### src/rtl/score_bcd_counter.sv
// rtl/score_bcd_counter.sv - level-scaled packed-BCD score accumulator with saturating single-edge commit
//
// Accepts line-clear events, adds the base points (L+1) times one BCD digit
// per cycle into a private working copy, then publishes the result to
// score_out on a single commit edge so the renderer never sees a partial sum.
//
// Ports:
//   clk        system clock
//   rst        synchronous active-high reset
//   new_game   synchronous score clear, aborts any in-flight addition
//   add_valid  event request (held by the producer until add_ready)
//   add_lines  lines cleared, 1..4 valid, others dropped
//   level      current level, clamped to 9
//   add_ready  combinational: block can accept an event this cycle
//   score_out  committed packed-BCD score, thousands..units
//   score_upd  one-cycle pulse after score_out changes or is cleared
//   saturated  score_out == SAT_VALUE
module score_bcd_counter #(
    parameter logic [15:0] SAT_VALUE = 16'h9999
) (
    input  logic        clk,
    input  logic        rst,
    input  logic        new_game,
    input  logic        add_valid,
    input  logic [2:0]  add_lines,
    input  logic [3:0]  level,
    output logic        add_ready,
    output logic [15:0] score_out,
    output logic        score_upd,
    output logic        saturated
);

    typedef enum logic [1:0] {
        IDLE   = 2'd0,
        ADD    = 2'd1,
        COMMIT = 2'd2
    } state_t;

    state_t      state_q, state_d;
    logic [15:0] pts_q, pts_d;
    logic [3:0]  rep_q, rep_d;
    logic [15:0] acc_q, acc_d;
    logic [1:0]  dig_q, dig_d;
    logic        cy_q, cy_d;
    logic [15:0] score_q, score_d;
    logic        upd_q, upd_d;
    logic        sat_q, sat_d;

    logic [15:0] base_pts;
    logic        lines_ok;
    logic [3:0]  lvl_clamped;
    logic        accept;
    logic [3:0]  nib_idx;
    logic [4:0]  dsum;
    logic        dcarry;
    logic [3:0]  dnew;
    logic [15:0] acc_sum;

    assign add_ready = (state_q == IDLE) && !new_game && !rst;
    assign accept    = add_valid && add_ready;

    assign score_out = score_q;
    assign score_upd = upd_q;
    assign saturated = sat_q;

    always_comb begin
        base_pts = 16'h0000;
        case (add_lines)
            3'd1:    base_pts = 16'h0040;
            3'd2:    base_pts = 16'h0100;
            3'd3:    base_pts = 16'h0300;
            3'd4:    base_pts = 16'h1200;
            default: base_pts = 16'h0000;
        endcase
    end

    assign lines_ok    = (add_lines != 3'd0) && (add_lines <= 3'd4);
    assign lvl_clamped = (level > 4'd9) ? 4'd9 : level;

    // One BCD digit of acc + pts + carry; acc_sum is acc with that digit replaced.
    always_comb begin
        nib_idx = {dig_q, 2'b00};
        dsum    = {1'b0, acc_q[nib_idx +: 4]} + {1'b0, pts_q[nib_idx +: 4]} + {4'b0000, cy_q};
        dcarry  = (dsum > 5'd9);
        // dsum is 10..19 when dcarry, so the 4-bit wrap of dsum[3:0]-10 is exact
        dnew    = dcarry ? (dsum[3:0] - 4'd10) : dsum[3:0];
        acc_sum = acc_q;
        acc_sum[nib_idx +: 4] = dnew;
    end

    always_comb begin
        state_d = state_q;
        pts_d   = pts_q;
        rep_d   = rep_q;
        acc_d   = acc_q;
        dig_d   = dig_q;
        cy_d    = cy_q;
        score_d = score_q;
        upd_d   = 1'b0;
        sat_d   = sat_q;

        if (new_game) begin
            state_d = IDLE;
            pts_d   = 16'h0000;
            rep_d   = 4'd0;
            acc_d   = 16'h0000;
            dig_d   = 2'd0;
            cy_d    = 1'b0;
            score_d = 16'h0000;
            sat_d   = 1'b0;
            upd_d   = 1'b1;
        end else begin
            case (state_q)
                IDLE: begin
                    if (accept && lines_ok) begin
                        pts_d   = base_pts;
                        rep_d   = lvl_clamped;
                        acc_d   = score_q;
                        dig_d   = 2'd0;
                        cy_d    = 1'b0;
                        state_d = ADD;
                    end
                end
                ADD: begin
                    acc_d = acc_sum;
                    cy_d  = dcarry;
                    dig_d = dig_q + 2'd1;
                    if (dig_q == 2'd3) begin
                        // Overflow past the ceiling ends the event early.
                        if (dcarry || (acc_sum > SAT_VALUE)) begin
                            acc_d   = SAT_VALUE;
                            state_d = COMMIT;
                        end else if (rep_q == 4'd0) begin
                            state_d = COMMIT;
                        end else begin
                            rep_d = rep_q - 4'd1;
                            dig_d = 2'd0;
                            cy_d  = 1'b0;
                        end
                    end
                end
                COMMIT: begin
                    score_d = acc_q;
                    sat_d   = (acc_q == SAT_VALUE);
                    upd_d   = 1'b1;
                    state_d = IDLE;
                end
                default: state_d = IDLE;
            endcase
        end
    end

    always_ff @(posedge clk) begin
        if (rst) begin
            state_q <= IDLE;
            pts_q   <= 16'h0000;
            rep_q   <= 4'd0;
            acc_q   <= 16'h0000;
            dig_q   <= 2'd0;
            cy_q    <= 1'b0;
            score_q <= 16'h0000;
            upd_q   <= 1'b0;
            sat_q   <= 1'b0;
        end else begin
            state_q <= state_d;
            pts_q   <= pts_d;
            rep_q   <= rep_d;
            acc_q   <= acc_d;
            dig_q   <= dig_d;
            cy_q    <= cy_d;
            score_q <= score_d;
            upd_q   <= upd_d;
            sat_q   <= sat_d;
        end
    end

endmodule

### config.mk
export PLATFORM = sky130hd
export DESIGN_NAME = score_bcd_counter
export DESIGN_NICKNAME = d
export VERILOG_FILES = /design/src/rtl/score_bcd_counter.sv
export SDC_FILE = /design/constraint.sdc
export NUM_CORES = 1
export LEC_CHECK = 0
export ABC_AREA = 1
export CORE_ASPECT_RATIO = 1.5
export CORE_MARGIN = 2
export CORE_UTILIZATION = 26
export DETAILED_ROUTE_END_ITERATION = 10
export HOLD_SLACK_MARGIN = 0.15
export MAX_ROUTING_LAYER = met4
export PLACE_DENSITY = 0.47
export SYNTH_ARGS = -nofsm -noshare
export SYNTH_HDL_FRONTEND = slang
export SYNTH_SLANG_ARGS = --single-unit
### constraint.sdc
create_clock -name clk -period 4.9 [get_ports clk]
set_input_delay 0.98 -clock clk [delete_from_list [all_inputs] [get_ports clk]]
set_output_delay 0.98 -clock clk [all_outputs]
set_load 0.02 [all_outputs]
==> results.md, run 1 <==
- Status: complete, no violations
- Share of cells above drive strength 1: 11.3%
- Vias: 3096
- Worst Path Class, Setup: flip-flop to flip-flop
- FMAX: roughly 230 MHz
- CTS tree: yes
- Critical Path AT: 4.61 ns
- Sequential Power Share: 43.0%
- HPWL Detailed: 7500 µm
- Pwr Density: approximately 250 mW/mm²
- Synthesis Warnings: 0
- Asr flop ratio synth: 0%
- Port Buffers: 29
- Mapped cell area: 0.00308 mm²
- PostCTS Resize Cnt: 0
- FP Rows: 48
- Worst Tran Pin Value: 0.733 ns
- Clk slew on worst S/H paths: 0.07 ns
- Post-CTS Hold Buffers: 0
- Syn Nets: just under 500
- Vias in the first global route: 2993
- Hold Fails Final Rpt: 0
- Die width: 92.8 µm
- Busiest grt layer: met2
- Num CTS Buffers: 5
- Net count, final: a little over 500
- Met3 Usage GRT: 1.97%
- Initial drt markers: 128
- Distinct cells, synth: 38
- Maximum fanout along the worst path: 22
- Avg Inst Size Synth: 6.58 µm²
- Total of max-cap violations: 0
- Finish-stage setup viols: 0
- Core ar.: 0.0115 mm²
- Crit path time final: ~4.4 ns
- Top FF cell, synth: dfxtp_1
- Seq/Total Area, Yosys: 30.6%
- Number of synthesized flops with an enable pin: 0
- Worst Setup End Kind: flip-flop
- Gate count of the mapped netlist: roughly 470
- Final Instance Count excl. Fillers: 644
- Total Power: 0.912 mW
- Switching Fraction: 22.4%
- Ant. Diodes: 0
- Met1 Use GR: approximately 18%
- R2r worst-path depth: 26
- Largest net degree at the start of global routing: 39
- Comb pwr share: 8.1%
- Initial antenna violation count: 0
- Hold Path Class: flip-flop to flip-flop
- H-tree depth: 2
- CTS Buffer Depth: 2
- RSZ-0062 raised after global routing: no
- Post-CTS repair timing setup buffer count: 0
- Leakage: 1.52 nW
- M2 GR Usage: approximately 29%
- Pint: 0.707 mW
- Total grt overflow: 0
- Area growth syn-to-layout: 20.8%
- Final Max Slew Viols: 0
- Clk_lat worst skew: 0.30 ns
- Clock power frac: 48.9%
- Sequential Area: 941 µm²
- Full die area: between 0.01 and 0.015 mm²
- Routability cong.: 0.907
- Area of the multi-input gates: 0.00185 mm²
- CP Data Required Time: 5.10 ns
- Fill count: 1278
- Net Switching: 0.205 mW
- DP Cell Count: ~640
- Max transition margin: 51.1%
- # clock sinks: 47
- Initial Util: 26.7%
- Wire per inst: around 15 µm
- Number of synthesized register bits: 47
- Final Skew: approximately 0.0094 ns
- Hold path depth: 2
- Die H: 137 µm
- Final Cell Area: 0.00372 mm²
- Detail Route Antenna Nets: 0
- Total wire length: 9660 µm
- Worst vdd rail ir drop: 171 µV
- I/O pin count: 30
- First-pass GRT wire length: 15300 µm
- Tot GR Track Use: between 10% and 20%
- Placed inst area: 0.00353 mm²
- Crit share post-route: between 90% and 100%
- DRT Pass-1 Iters: 4
- Root buffer cell: clkbuf_16
- Setup_tns: 0 ns
- Vias/cell: around 4.8
- CP startpoint kind: flip-flop
- # DRC: 0
- Final Util: 32.2%
## through the flow
step	hold WS, ns	worst slack [ns]
global route	0.490	0.0287
CTS	0.466	0.448
floorplan	0.430	1.10
global placement	0.454	0.545
finish	0.464	0.489
detailed placement	0.456	0.459
## final timing paths
| check | start | end | slack [ns] |
|---|---|---|---|
| worst min-delay path | cy_q$_SDFFE_PP0P_ | cy_q$_SDFFE_PP0P_ | 0.46 |
| worst max register to register | dig_q[0]$_SDFFE_PP0P_ | rep_q[1]$_SDFFE_PP0P_ | 0.49 |
| worst max-delay path | dig_q[0]$_SDFFE_PP0P_ | rep_q[1]$_SDFFE_PP0P_ | 0.49 |
| worst min register to register | cy_q$_SDFFE_PP0P_ | cy_q$_SDFFE_PP0P_ | 0.46 |
## cells in the mapped netlist, drive strengths merged (3+ instances only)
cell / count / area (µm²)
or2: 7 / 43.8
o21ai: 53 / 269
buf: 4 / 28.8
inv: 53 / 201
nand3: 33 / 200
o22ai: 6 / 37.5
nor2: 67 / 259
clkbuf: 13 / 48.8
nor4: 5 / 37.5
nand4: 6 / 43.8
nand3b: 3 / 22.5
nor3: 6 / 30.0
a21oi: 46 / 241
dfxtp: 47 / 941
nand2: 95 / 417
ha: 11 / 138
## power by group through the flow
stage,clock [mW],combinational [mW],sequential [mW]
after floorplan,0,0.0481,0.399
after global placement,0,0.0733,0.401
after detailed placement,0,0.0736,0.401
after CTS,0.458,0.0740,0.392
after global routing,0.468,0.0824,0.392
final,0.446,0.0737,0.392
## registers in the layout, indices dropped and copies added (netlist names), 2 cells and up
| name | count |
|---|---|
| pts_q | 4 |
| dig_q | 2 |
| acc_q | 16 |
| state_q | 2 |
| rep_q | 4 |
| score_out | 16 |
## worst max-delay path: stages (launching register included)
cell      delay (ns)
dfxtp_1         0.79
o21ai_0         0.16
a21oi_1         0.15
a21oi_1         0.08
fa_1            0.44
inv_1           0.11
fa_1            0.48
inv_1           0.12
ha_1            0.19
nand2_1         0.05
a21boi_2        0.16
nand3_4         0.11
nand2_4         0.09
nand2_4         0.09
nand4_2         0.11
o22ai_1         0.31
nand2_1         0.10
o21ai_1         0.13
inv_1           0.05
nand2_1         0.07
nand2_2         0.07
nand3_1         0.08
nand2_2         0.14
nand2_2         0.10
nand2_1         0.05
nand2_1         0.05
nor2_1          0.04
## cells in the final DEF (no fill, tap or decap), drive strengths merged
cell type       n
clkdlybuf4s50  29
clkinv          2
clkbuf          5
clkinvlp        1
nand3          33
fa              2
nor2           67
a21boi          2
nand4           6
o22ai           6
ha             11
or2             7
nor4            5
a211oi          2
a31oi           2
nand3b          3
bufinv          2
xor2            2
a21oi          46
nand2          95
o21ai          53
dfxtp          47
buf             6
inv            53
nor3            6
o31ai           1
## area by class of cell
| class | count | share of cell area, % |
|---|---|---|
| multi-input cells | 349 | 49.8 |
| clock inverters | 3 | 1.82 |
| inverters | 55 | 5.62 |
| flip-flops and latches | 47 | 25.3 |
| repair buffers | 35 | 9.02 |
| clock buffers | 5 | 3.36 |
| well taps | 150 | 5.05 |
## metal layers
metal,vias to the layer above,wire length (µm)
met5,-,0
li1,1591,-
met2,48,5060
met3,16,206
met1,1441,4130
met4,0,269
## logic make-up (layout without fill, tap and decap cells)
| kind of cell | Yosys count | in the layout | synth area share (%) |
|---|---|---|---|
| compound gates | 112 | 112 | 19.6 |
| xor+xnor | 2 | 2 | 0.569 |
| fa+ha+maj | 13 | 13 | 5.77 |
| buf+inv | 72 | 98 | 9.31 |
| flops | 47 | 47 | 30.6 |
| simple gates | 222 | 222 | 34.2 |
(Power assumes the default switching activity.)
==> inputs of run 2 (changes only) <==
CORE_MARGIN = default   (was 2)
clock period = 5.6 ns   (was 4.9 ns; I/O delays follow)
==> run 2 against run 1 <==
  * Via count decreased by 1.2%
  * Clock power down 32%
  * Routed wire length increased by 0.29%
  * Core utilization fell by 0.61 points
  * Die area fell by 3.6%
  * Global-route usage increased by 1.2 points
  * Final cell count shrank 0.47%
  * Power decreased by 22%
  * Register-to-register slack gained 0.46 ns
  * Non-clock buffer count fell by 3
  * Critical path depth up 1
  * Cell area is 1.9% lower
  * Largest cell class unchanged
==> results.md, run 2 (synthesized netlist as in run 1, its figures left out) <==
- Status: complete, no violations
- Tot GR Track Use: 17.1%
- DR WL met3: between 150 and 200 µm
- Initial drt markers: 175
- Num CTS Buffers: 5
- Core ar.: 0.0115 mm²
- CP Data Required Time: around 5.8 ns
- Vias: 3059
- Initial antenna violation count: 0
- Net Switching: 0.181 mW
- DP Worst Slack: 1.01 ns
- Clk slew on worst S/H paths: 0.07 ns
- # clock sinks: 47
- Hold Fails Final Rpt: 0
- Post-CTS repair timing setup buffer count: 0
- Total wire length: 9690 µm
- Clock power frac: 42.8%
- Max transition margin: between 40% and 50%
- Total grt overflow: 0
- Final Skew: 0.00698 ns
- Pint: 0.530 mW
- Commonest non-fill, non-tap cell in the layout: nand2_1
- Clk_lat worst skew: between 0.2 and 0.3 ns
- Hold Path Class: flip-flop to flip-flop
- FP Rows: 48
- Worst vdd rail ir drop: 96.8 µV
- Post-CTS Hold Buffers: 0
- Largest net degree at the start of global routing: 40
- Worst Path Class, Setup: flip-flop to flip-flop
- Area growth syn-to-layout: 18.5%
- WL met2: 5210 µm
- Final WS setup: 0.950 ns
- Full die area: 0.0123 mm²
- Pwr Density: 195 mW/mm²
- DRT met1 WL: 4060 µm
- RSZ-0062 raised after global routing: no
- Final Max Slew Viols: 0
- Leakage: 1.49 nW
- Placed inst area: approximately 0.0035 mm²
- Final Instance Count excl. Fillers: between 600 and 700
- # DRC: 0
- Share of cells above drive strength 1: 10.6%
- DP Cell Count: 633
- Finish-stage setup viols: 0
- Commonest non-fill, non-tap cells in the layout: nand2_1 (77), nor2_1 (63), inv_1 (51), o21ai_0 (50), dfxtp_1 (47)
- First-pass GRT wire length: 15900 µm
- Fill count: 1292
- Total of max-cap violations: 0
- CP startpoint kind: flip-flop
- CTS tree: yes
- Final Cell Area: around 0.0036 mm²
- Maximum fanout along the worst path: 22
- I/O pin count: 30
- Die width: 90.8 µm
- Sequential Power Share: 48.3%
- Worst Hold Margin: 0.464 ns
- Routability cong.: 0.953
- Worst Setup End Kind: flip-flop
- CTS Buffer Depth: 2
- H-tree depth: 2
- Detail Route Antenna Nets: 0
- Crit path time final: 4.65 ns
- Vias/cell: between 4 and 5
- Port Buffers: 29
- Vias in the first global route: 3160
- Ant. Diodes: 0
- Wire per inst: 15.1 µm
- Setup_tns: 0 ns
- Critical Path AT: 4.89 ns
- FMAX: 215 MHz
- Initial Util: a little over a quarter
- HPWL Detailed: 7420 µm
- Root buffer cell: clkbuf_16
- Switching Fraction: approximately a quarter
- Worst Tran Pin Value: roughly 0.86 ns
- Comb pwr share: under 10%
- Net count, final: 514
- PostCTS Resize Cnt: 0
- Crit share post-route: ~83%
- Die H: 135 µm
- DRT Pass-1 Iters: 4
- Max layer used: met4
==> run 2: cell types whose count changed in the layout (fill, tap and decap cells not counted), sizes merged <==
cell,before,now
clkbuf,5,6
buf,6,3
inv,53,54
bufinv,2,0
==> run 2: path summary, 6_finish.rpt <==
path,startpoint,to,slack [ns],cells past startpoint
max,dig_q[0]$_SDFFE_PP0P_,rep_q[1]$_SDFFE_PP0P_,0.95,27
min,pts_q[12]$_SDFFE_PP0P_,pts_q[12]$_SDFFE_PP0P_,0.46,2
max reg2reg,dig_q[0]$_SDFFE_PP0P_,rep_q[1]$_SDFFE_PP0P_,0.95,27
min reg2reg,pts_q[12]$_SDFFE_PP0P_,pts_q[12]$_SDFFE_PP0P_,0.46,2
==> run 2: worst max-delay path, stage by stage, from the launching register on <==
cell	delay [ns]
dfxtp_1	0.88
o21ai_0	0.16
a21oi_1	0.23
a21oi_1	0.11
fa_1	0.43
inv_1	0.10
fa_1	0.47
inv_1	0.10
ha_1	0.19
nand2_1	0.05
a21boi_2	0.16
nand3_4	0.11
nand2_4	0.09
nand2_4	0.10
nand4_2	0.13
nor2_1	0.15
a21oi_1	0.09
nor2_1	0.11
nand2_1	0.06
nor2_1	0.11
nand2_1	0.08
nand2_2	0.12
nand3_1	0.10
nand2_2	0.16
nand2_2	0.07
nand2_1	0.07
nand2_1	0.05
nor2_1	0.08
==> run 2: power groups by stage <==
stage / registers, mW / clock network (mW) / logic, mW
6_report: 0.343 / 0.304 / 0.0637
5_1_grt: 0.343 / 0.326 / 0.0719
4_1_cts: 0.343 / 0.317 / 0.0644
3_5_place_dp: 0.351 / 0 / 0.0641
3_3_place_gp: 0.351 / 0 / 0.0639
2_1_floorplan: 0.349 / 0 / 0.0421
==> run 2: layout make-up <==
| class | instances | area (µm²) | share of cell area, % |
|---|---|---|---|
| multi-input combinational | 349 | 1850 | 50.8 |
| timing repair buffer | 32 | 313 | 8.57 |
| clock inverter | 2 | 16.3 | 0.446 |
| inverter | 55 | 209 | 5.73 |
| clock buffer | 6 | 129 | 3.53 |
| sequential | 47 | 941 | 25.8 |
| tap | 150 | 188 | 5.14 |
==> run 2: layer usage <==
layer / up-vias / global-route usage [%]
li1: 1590 / -
met1: 1421 / 18.8
met2: 35 / 31.4
met3: 13 / 1.57
met4: 0 / 7.41
met5: - / -
==> run 2: metrics by stage <==
| step | power, mW | util (%) |
|---|---|---|
| finish | 0.711 | 31.6 |
| global route | 0.741 | 31.6 |
| CTS | 0.724 | 31.6 |
| detailed placement | 0.415 | 30.4 |
| global placement | 0.415 | 30.4 |
| floorplan | 0.391 | - |
==> inputs of run 3 (changes only) <==
clock period = 4.6 ns   (was 5.6 ns; I/O delays follow)
==> run 3 against run 2 <==
  * Final cell count grew 0.47%
  * Sequential power grew 22%
  * Non-clock buffer count grew 4
  * Sequential share of layout area shrank 0.28 points
  * Hold slack gained 0.0027 ns
  * Fmax grew 16%
  * Via count grew 0.39%
  * Critical path type unchanged
==> results.md, run 3 (synthesized netlist as in run 1, its figures left out) <==
- Final Skew: 0.00686 ns
- Pint: 0.696 mW
- H-tree depth: 2
- Finish-stage setup viols: 0
- Total of max-cap violations: 0
- Max transition margin: 51.7%
- CTS Buffer Depth: 2
- Post-CTS Hold Buffers: 0
- Vias: 3071
- CP Data Required Time: 4.79 ns
- # clock sinks: 47
- Area growth syn-to-layout: 20.0%
- Critical Path Slowest Stage Cell: dfxtp_1
- Routability cong.: about 0.97
- Vias in the first global route: between 3000 and 4000
- Comb pwr share: 8.8%
- Worst R2R Setup Slack: about 0.57 ns
- Crit path time final: about 4.0 ns
- Final Instance Count excl. Fillers: 644
- CTS tree: yes
- Switching Fraction: between 20% and 30%
- CP startpoint kind: flip-flop
- Status: complete, no violations
- FMAX: 248 MHz
- Initial Util: 26.7%
- Tot GR Track Use: 18.0%
- Full die area: between 0.01 and 0.015 mm²
- Hold Fails Final Rpt: 0
- Clk slew on worst S/H paths: ~0.070 ns
- Detail Route Antenna Nets: 0
- Initial drt markers: 185
- Post-CTS repair timing setup buffer count: 0
- Worst Path Class, Setup: flip-flop to flip-flop
- Wire per inst: 15.9 µm
- Final Max Slew Viols: 0
- Worst Tran Pin Value: ~0.72 ns
- Setup_tns: 0 ns
- Core ar.: 0.0115 mm²
- Total wire length: 10300 µm
- Port Buffers: 29
- Clock power frac: 45.3%
- Worst vdd rail ir drop: 239 µV
- DRT Pass-1 Iters: 4
- Sequential Power Share: 45.9%
- Net Switching: 0.215 mW
- I/O pin count: 30
- Initial antenna violation count: 0
- PostCTS Resize Cnt: 0
- Clk_lat worst skew: 0.29 ns
- Share of cells above drive strength 1: 11.3%
- Commonest non-fill, non-tap cell in the layout: nand2_1
- Worst Setup End Kind: flip-flop
- Largest net degree at the start of global routing: 39
- Leakage: 1.52 nW
- Commonest non-fill, non-tap cells in the layout: nand2_1 (77), nor2_1 (63), inv_1 (51), o21ai_0 (50), dfxtp_1 (46)
- Root buffer cell: clkbuf_16
- Crit share post-route: 87.5%
- Vias/cell: 4.77
- Ant. Diodes: 0
- Net count, final: between 500 and 600
- Pwr Density: 247 mW/mm²
- HPWL Detailed: 8060 µm
- # DRC: 0
- FP Rows: 48
- Critical Path AT: around 4.2 ns
- DP Cell Count: 637
- Fill count: 1283
- Max incr delay on CP: 0.48 ns
- Num CTS Buffers: 5
- First-pass GRT wire length: 16400 µm
- Die width: 90.8 µm
- Crit-path most repeated cell: nand2_1
- Die H: between 100 and 150 µm
- Maximum fanout along the worst path: 9
- Total grt overflow: 0
- RSZ-0062 raised after global routing: no
- Hold Path Class: flip-flop to flip-flop
[run 3: cell types whose count changed in the layout (fill, tap and decap cells not counted), sizes merged]
cell      before  now
buf            3    7
bufinv         0    1
clkinvlp       1    0
inv           54   53
[run 3: final cells by class]
type	instances	area, µm²	share of cell area [%]
Multi-Input combinational cell	349	1850	50.2
Sequential cell	47	942	25.5
Timing Repair Buffer	36	343	9.28
Inverter	55	209	5.66
Tap cell	150	188	5.08
Clock buffer	6	129	3.49
Clock inverter	1	30.0	0.813
[run 3: power groups by stage]
stage          logic (mW)  registers [mW]  clock network, mW
2_1_floorplan      0.0513           0.425                  0
5_1_grt            0.0898           0.418              0.441
3_5_place_dp       0.0807           0.427                  0
3_3_place_gp       0.0802           0.427                  0
6_report           0.0807           0.418              0.413
4_1_cts            0.0811           0.418              0.421
[run 3: stage by stage]
stage / total power, mW / hold WS (ns) / worst slack [ns] / area (µm²) / util [%]
after floorplan: 0.476 / 0.430 / 0.803 / 3080 / -
final: 0.912 / 0.467 / 0.574 / 3690 / 32.0
after global routing: 0.949 / 0.503 / 0.113 / 3690 / 32.0
after CTS: 0.920 / 0.466 / 0.452 / 3690 / 32.0
after global placement: 0.507 / 0.453 / 0.487 / 3530 / 30.6
after detailed placement: 0.508 / 0.455 / 0.462 / 3530 / 30.6
[run 3: layer usage]
metal	share of wire, %	track usage, %
met1	41	19.6
met2	53	32.1
met3	1.6	1.63
met4	4.3	10.1
met5	0	-
[run 3: path summary, 6_finish.rpt]
path	startpoint	to	cells past startpoint
hold / removal	cy_q$_SDFFE_PP0P_	cy_q$_SDFFE_PP0P_	2
setup reg to reg	dig_q[1]$_SDFFE_PP0P_	rep_q[1]$_SDFFE_PP0P_	26
setup / recovery	dig_q[1]$_SDFFE_PP0P_	rep_q[1]$_SDFFE_PP0P_	26
hold reg to reg	cy_q$_SDFFE_PP0P_	cy_q$_SDFFE_PP0P_	2
[run 3: worst max-delay path, delay by kind of cell (launching register included)]
family,cells,cell delay [ns]
AO/OA/AOI/OAI,6,0.93
flip-flops,1,0.48
adder cells (fa/ha/maj),3,1.08
buffers and inverters,3,0.27
AND/OR/NAND/NOR,14,1.15
==> patch 1 (config.mk and constraints of run 2) <==
Re-encode `state_t` (3 states) as one-hot, 3 bits wide.
--- a/src/rtl/score_bcd_counter.sv
+++ b/src/rtl/score_bcd_counter.sv
@@ -31,8 +31,8 @@
 );
 
-    typedef enum logic [1:0] {
-        IDLE   = 2'd0,
-        ADD    = 2'd1,
-        COMMIT = 2'd2
+    typedef enum logic [2:0] {
+        IDLE   = 3'b001,
+        ADD    = 3'b010,
+        COMMIT = 3'b100
     } state_t;
 
Check against the original RTL: no difference found for any inputs over 10 cycles, from zero or initial values and one cycle with rst high; not proved beyond that.
==> patch 1 against run 2 <==
Final area up 0.89%. Die area grew 0.96%. Via count shrank 0.49%. Setup slack better by 0.28 ns. Synthesized area increased by 0.98%. Routed wire length is 0.12% lower. Power is 1.2% lower. Sequential power grew 1%. Synthesized cell count fell by 0.43%. Critical path depth did not move. Sequential cell count is 1 higher. Clock power grew 2%.
==> patch 1: results (changes against run 2) <==
[route]
drt_iter0_drc=193  ; +10%
drtPass1Iterations=5  ; +1
via_count=3044  ; -0.49%
wl_microns=9680  ; -0.12%

[synth]
yosysSeqAreaShare_pct=30.9  ; +0.35 points
synthXorXnorAreaFrac_pct=0.564  ; -0.0055 points
synth_fa_ha_area_share_pct=5.72  ; -0.056 points
ys_top_cells_by_count=81 x nand2_1, 57 x nor2_1, 51 x o21ai_0
synth_nets=490  ; -0.41%
postSynth.asyncResetShare_pct=0  ; unchanged
netlist_instances=466  ; -0.43%
synth_compound_area_share_pct=18.6  ; -0.91 points

[critical_path]
r2r_cells=27  ; unchanged
reg2reg_slack_ns=1.23  ; +0.28 ns
crit_arrival_ns=4.60  ; -0.29 ns
critical_path.reg2reg.endpoint=rep_q[3]

[power]
peakVddDrop_uv=209  ; +120%
p_leak_nw=1.52  ; +2.1%

[place]
numPlacedInstances=632  ; -0.16%
dp.final_hpwl_microns=7520  ; +1.3%
place.gp.congestion=0.854  ; -10%
dpl-instance-area_sq_um=3530  ; +0.79%

[grt]
grt_use_total_pct=16.8  ; -0.31 points
grt_pass1_wl_microns=15700  ; -1.3%
grt_pass1_vias=2928  ; -7.3%

[timing]
hold_ws_ns=0.467  ; +0.00248 ns
maxSlewHeadroom_pct=38.4  ; -4.5 points

[worst_hold_path]
hold_end=cy_q

[final_layout]
fin_cells=640  ; -0.16%
drive_gt1_share_pct=10.0  ; -0.59 points
nNetsFinal=513  ; -0.19%

[status]
outcome=complete, no violations

-- patch 1: cell types whose count changed after synthesis, moves of 4 or more --
cell     delta
nand2_1     +4
nand3_2     +5
a21oi_1     -5
nor2_1      -7
nand3_1     +9
nand2_2     -6
nand4_1     +6
-- patch 1: cell type report --
type / count / area [sq um]
inverters: 56 / 210
fillers: 1290 / 7910
clock inverters: 1 / 7.51
repair buffers: 35 / 335
clock buffers: 7 / 143
flip-flops and latches: 48 / 961
well taps: 150 / 188
multi-input cells: 343 / 1840
-- patch 1: metal layers --
layer / up-vias / wire length [microns] / GRT usage [%]
li1: 1586 / - / -
met4: 0 / 227 / 6.44
met3: 12 / 282 / 1.68
met1: 1396 / 4390 / 20.1
met5: - / 0 / -
met2: 50 / 4780 / 29.0
-- patch 1: how the worst max path moves through the flow --
stage,end,slack (ns),cells past startpoint
floorplan,acc_q[11],1.64,27
global placement,rep_q[1],1.36,24
detailed placement,rep_q[3],1.33,25
CTS,rep_q[3],1.27,25
global route,rep_q[3],0.80,28
finish,rep_q[3],1.23,27
-- patch 1: cell families after synthesis --
logic type | Yosys count
compound gates | 106
flops | 48
fa+ha+maj | 13
xor+xnor | 2
buf+inv | 75
simple gates | 222
-- patch 1: critical path, cell delays in order (launching register included) --
cell      delay, ns
dfxtp_1        0.44
inv_2          0.19
o21ai_0        0.46
fa_1           0.27
inv_1          0.07
fa_1           0.56
inv_1          0.10
ha_1           0.23
nand2_1        0.06
a21boi_1       0.19
nand3_2        0.16
nand2_4        0.14
nand2_2        0.06
nand2_2        0.09
nand3_1        0.08
o21ai_1        0.18
nor2_1         0.07
nand2_1        0.11
nor2_2         0.05
nand2_1        0.05
nand2_1        0.07
nand2_2        0.09
nand3_2        0.12
nand2_4        0.12
nand3_4        0.13
nand2_1        0.08
nand2_1        0.05
nor2_1         0.09
-- patch 1: report_power, final --
part	total, mW	internal, mW	switching [mW]
logic	0.0457	0.0186	0.0271
clock network	0.310	0.178	0.132
registers	0.347	0.344	0.00260
total	0.702	0.541	0.161
-- patch 1: through the flow --
stage               utilization, %  power [mW]  setup slack, ns
floorplan                        -       0.382             1.64
global placement              30.5       0.401             1.36
detailed placement            30.5       0.400             1.33
CTS                           31.8       0.712             1.27
global route                  31.8       0.729            0.802
finish                        31.8       0.702             1.23
==> patch 2 (config.mk and constraints of run 2) <==
Without the edit above. Change the parameter `SAT_VALUE` from 16'h9999 to 16'h7332.
--- a/src/rtl/score_bcd_counter.sv
+++ b/src/rtl/score_bcd_counter.sv
@@ -17,5 +17,5 @@
 //   saturated  score_out == SAT_VALUE
 module score_bcd_counter #(
-    parameter logic [15:0] SAT_VALUE = 16'h9999
+    parameter logic [15:0] SAT_VALUE = 16'h7332
 ) (
     input  logic        clk,
Check against the original RTL: no difference found for any inputs over 10 cycles, from zero or initial values and one cycle with rst high; that may be too few to reach the edited logic, so the function may still have changed.
==> patch 2 against run 2 <==
Critical path depth down 3. Global-route usage is 0.21 points higher. Sequential cell count stayed put. Synthesized cell count fell by 7.1%. Setup slack improved by 0.092 ns. Synthesized area fell by 5.2%. Combinational power fell by 4.2%. Power down 0.84%. Final area is 4.7% lower. Die area down 5.1%. Non-clock buffer count did not move. Routed wire length down 5.7%. Largest power group unchanged.
==> patch 2: results (changes against run 2) <==
[synth]
ys_top_cells_by_count=76 x nand2_1, 65 x nor2_1, 53 x o21ai_0
yosysSeqAreaShare_pct=32.3  ; +1.7 points
netlist_instances=435  ; -7.1%
yosys-top-cells-area=dfxtp_1 32%, nand2_1 9.8%, o21ai_0 9.1%
synth_nets=459  ; -6.7%
synth_cell_types=37  ; -2.6%

[power]
p_leak_nw=1.42  ; -4.6%
switching_share_pct=24.1  ; -1.4 points
peakVddDrop_uv=103  ; +6.2%

[grt]
grt_use_total_pct=17.3  ; +0.21 points
grt_max_degree=36  ; -10%
grt_pass1_wl_microns=15000  ; -5.3%

[timing]
skew_ns=0.00545  ; -0.00153 ns
hold_ws_ns=0.465  ; +0.000572 ns
max_slew.worst_pin.slew_ns=0.843  ; -0.0127 ns

[critical_path]
reg2reg_slack_ns=1.04  ; +0.09 ns
r2r_cells=24  ; -11%
cp_max_fo=23  ; +4.5%
crit_arrival_ns=4.74  ; -0.15 ns

[worst_hold_path]
hold_start=cy_q
hold_end=cy_q

[place]
dpl-instance-area_sq_um=3330  ; -4.8%
dp.final_hpwl_microns=6770  ; -8.7%
place.port_buffers=29  ; unchanged
dp_slack_ns=1.01  ; +0.000300 ns
place.gp.congestion=0.873  ; -8.3%

[route]
wl_microns=9140  ; -5.7%
via_count=2899  ; -5.2%
drtPass1Iterations=5  ; +1
wl_per_cell_microns=15.1  ; +0.12%
drt_iter0_drc=124  ; -29%

[status]
outcome=complete, no violations

[final_layout]
drive_gt1_share_pct=9.19  ; -1.4 points
final_area_sq_um=3480  ; -4.7%
fill_cells=1212  ; -6.2%

-- patch 2: cell types whose count changed in the layout (fill, tap and decap cells not counted), moves of 2 or more --
cell / before / now
a21oi_1: 43 / 35
o21ai_0: 50 / 53
nor4_1: 4 / 1
nand2_2: 15 / 11
inv_2: 1 / 3
or2_2: 7 / 3
inv_1: 51 / 40
nand3_1: 29 / 25
nor2_1: 63 / 65
nor2_2: 4 / 2
-- patch 2: logic make-up after synthesis --
group / synth area share, %
flops: 32.3
xor+xnor: 0.601
compound gates: 20.2
fa+ha+maj: 6.09
buf+inv: 8.37
simple gates: 32.5
-- patch 2: worst max path at each step --
stage | cells after the start | slack [ns] | end
after floorplan | 25 | 2.05 | acc_q[12]
after global placement | 25 | 0.97 | acc_q[5]
after detailed placement | 26 | 1.01 | rep_q[1]
after CTS | 26 | 0.99 | rep_q[1]
after global routing | 26 | 0.55 | rep_q[1]
final | 24 | 1.04 | rep_q[1]
-- patch 2: worst max-delay path: stages (launching register included) --
cell	delay, ns
dfxtp_1	0.83
inv_1	0.44
a21oi_1	0.21
o21ai_0	0.11
fa_1	0.39
inv_1	0.10
fa_1	0.48
nor2_1	0.22
inv_2	0.07
nand3_4	0.12
nand2_1	0.08
nor2_1	0.17
nand2_1	0.14
o21ai_1	0.23
nor2_1	0.08
nand2_1	0.07
nand2_1	0.05
nand2_1	0.11
nand2_2	0.08
nand3_1	0.08
nand2_2	0.13
nand2_2	0.13
nand2_1	0.05
nand2_1	0.05
nor2_1	0.04
-- patch 2: area by class of cell --
cell class / count / share of cell area [%]
multi-input cells: 327 / 49.8
flip-flops and latches: 47 / 27.1
repair buffers: 32 / 8.99
well taps: 147 / 5.29
inverters: 44 / 4.75
clock buffers: 6 / 3.99
clock inverters: 1 / 0.144
-- patch 2: power by group through the flow --
stage          clock, mW  combinational, mW  sequential, mW
6_report           0.302             0.0610           0.342
3_3_place_gp           0             0.0609           0.350
4_1_cts            0.311             0.0617           0.342
3_5_place_dp           0             0.0616           0.350
2_1_floorplan          0             0.0392           0.348
5_1_grt            0.322             0.0684           0.342
-- patch 2: routing by layer --
| layer | wire, microns | track usage (%) | vias to the layer above |
|---|---|---|---|
| met5 | 0 | - | - |
| met4 | 293 | 7.44 | 0 |
| met3 | 269 | 2.32 | 19 |
| met2 | 4700 | 29.6 | 59 |
| met1 | 3880 | 19.8 | 1339 |
| li1 | - | - | 1482 |
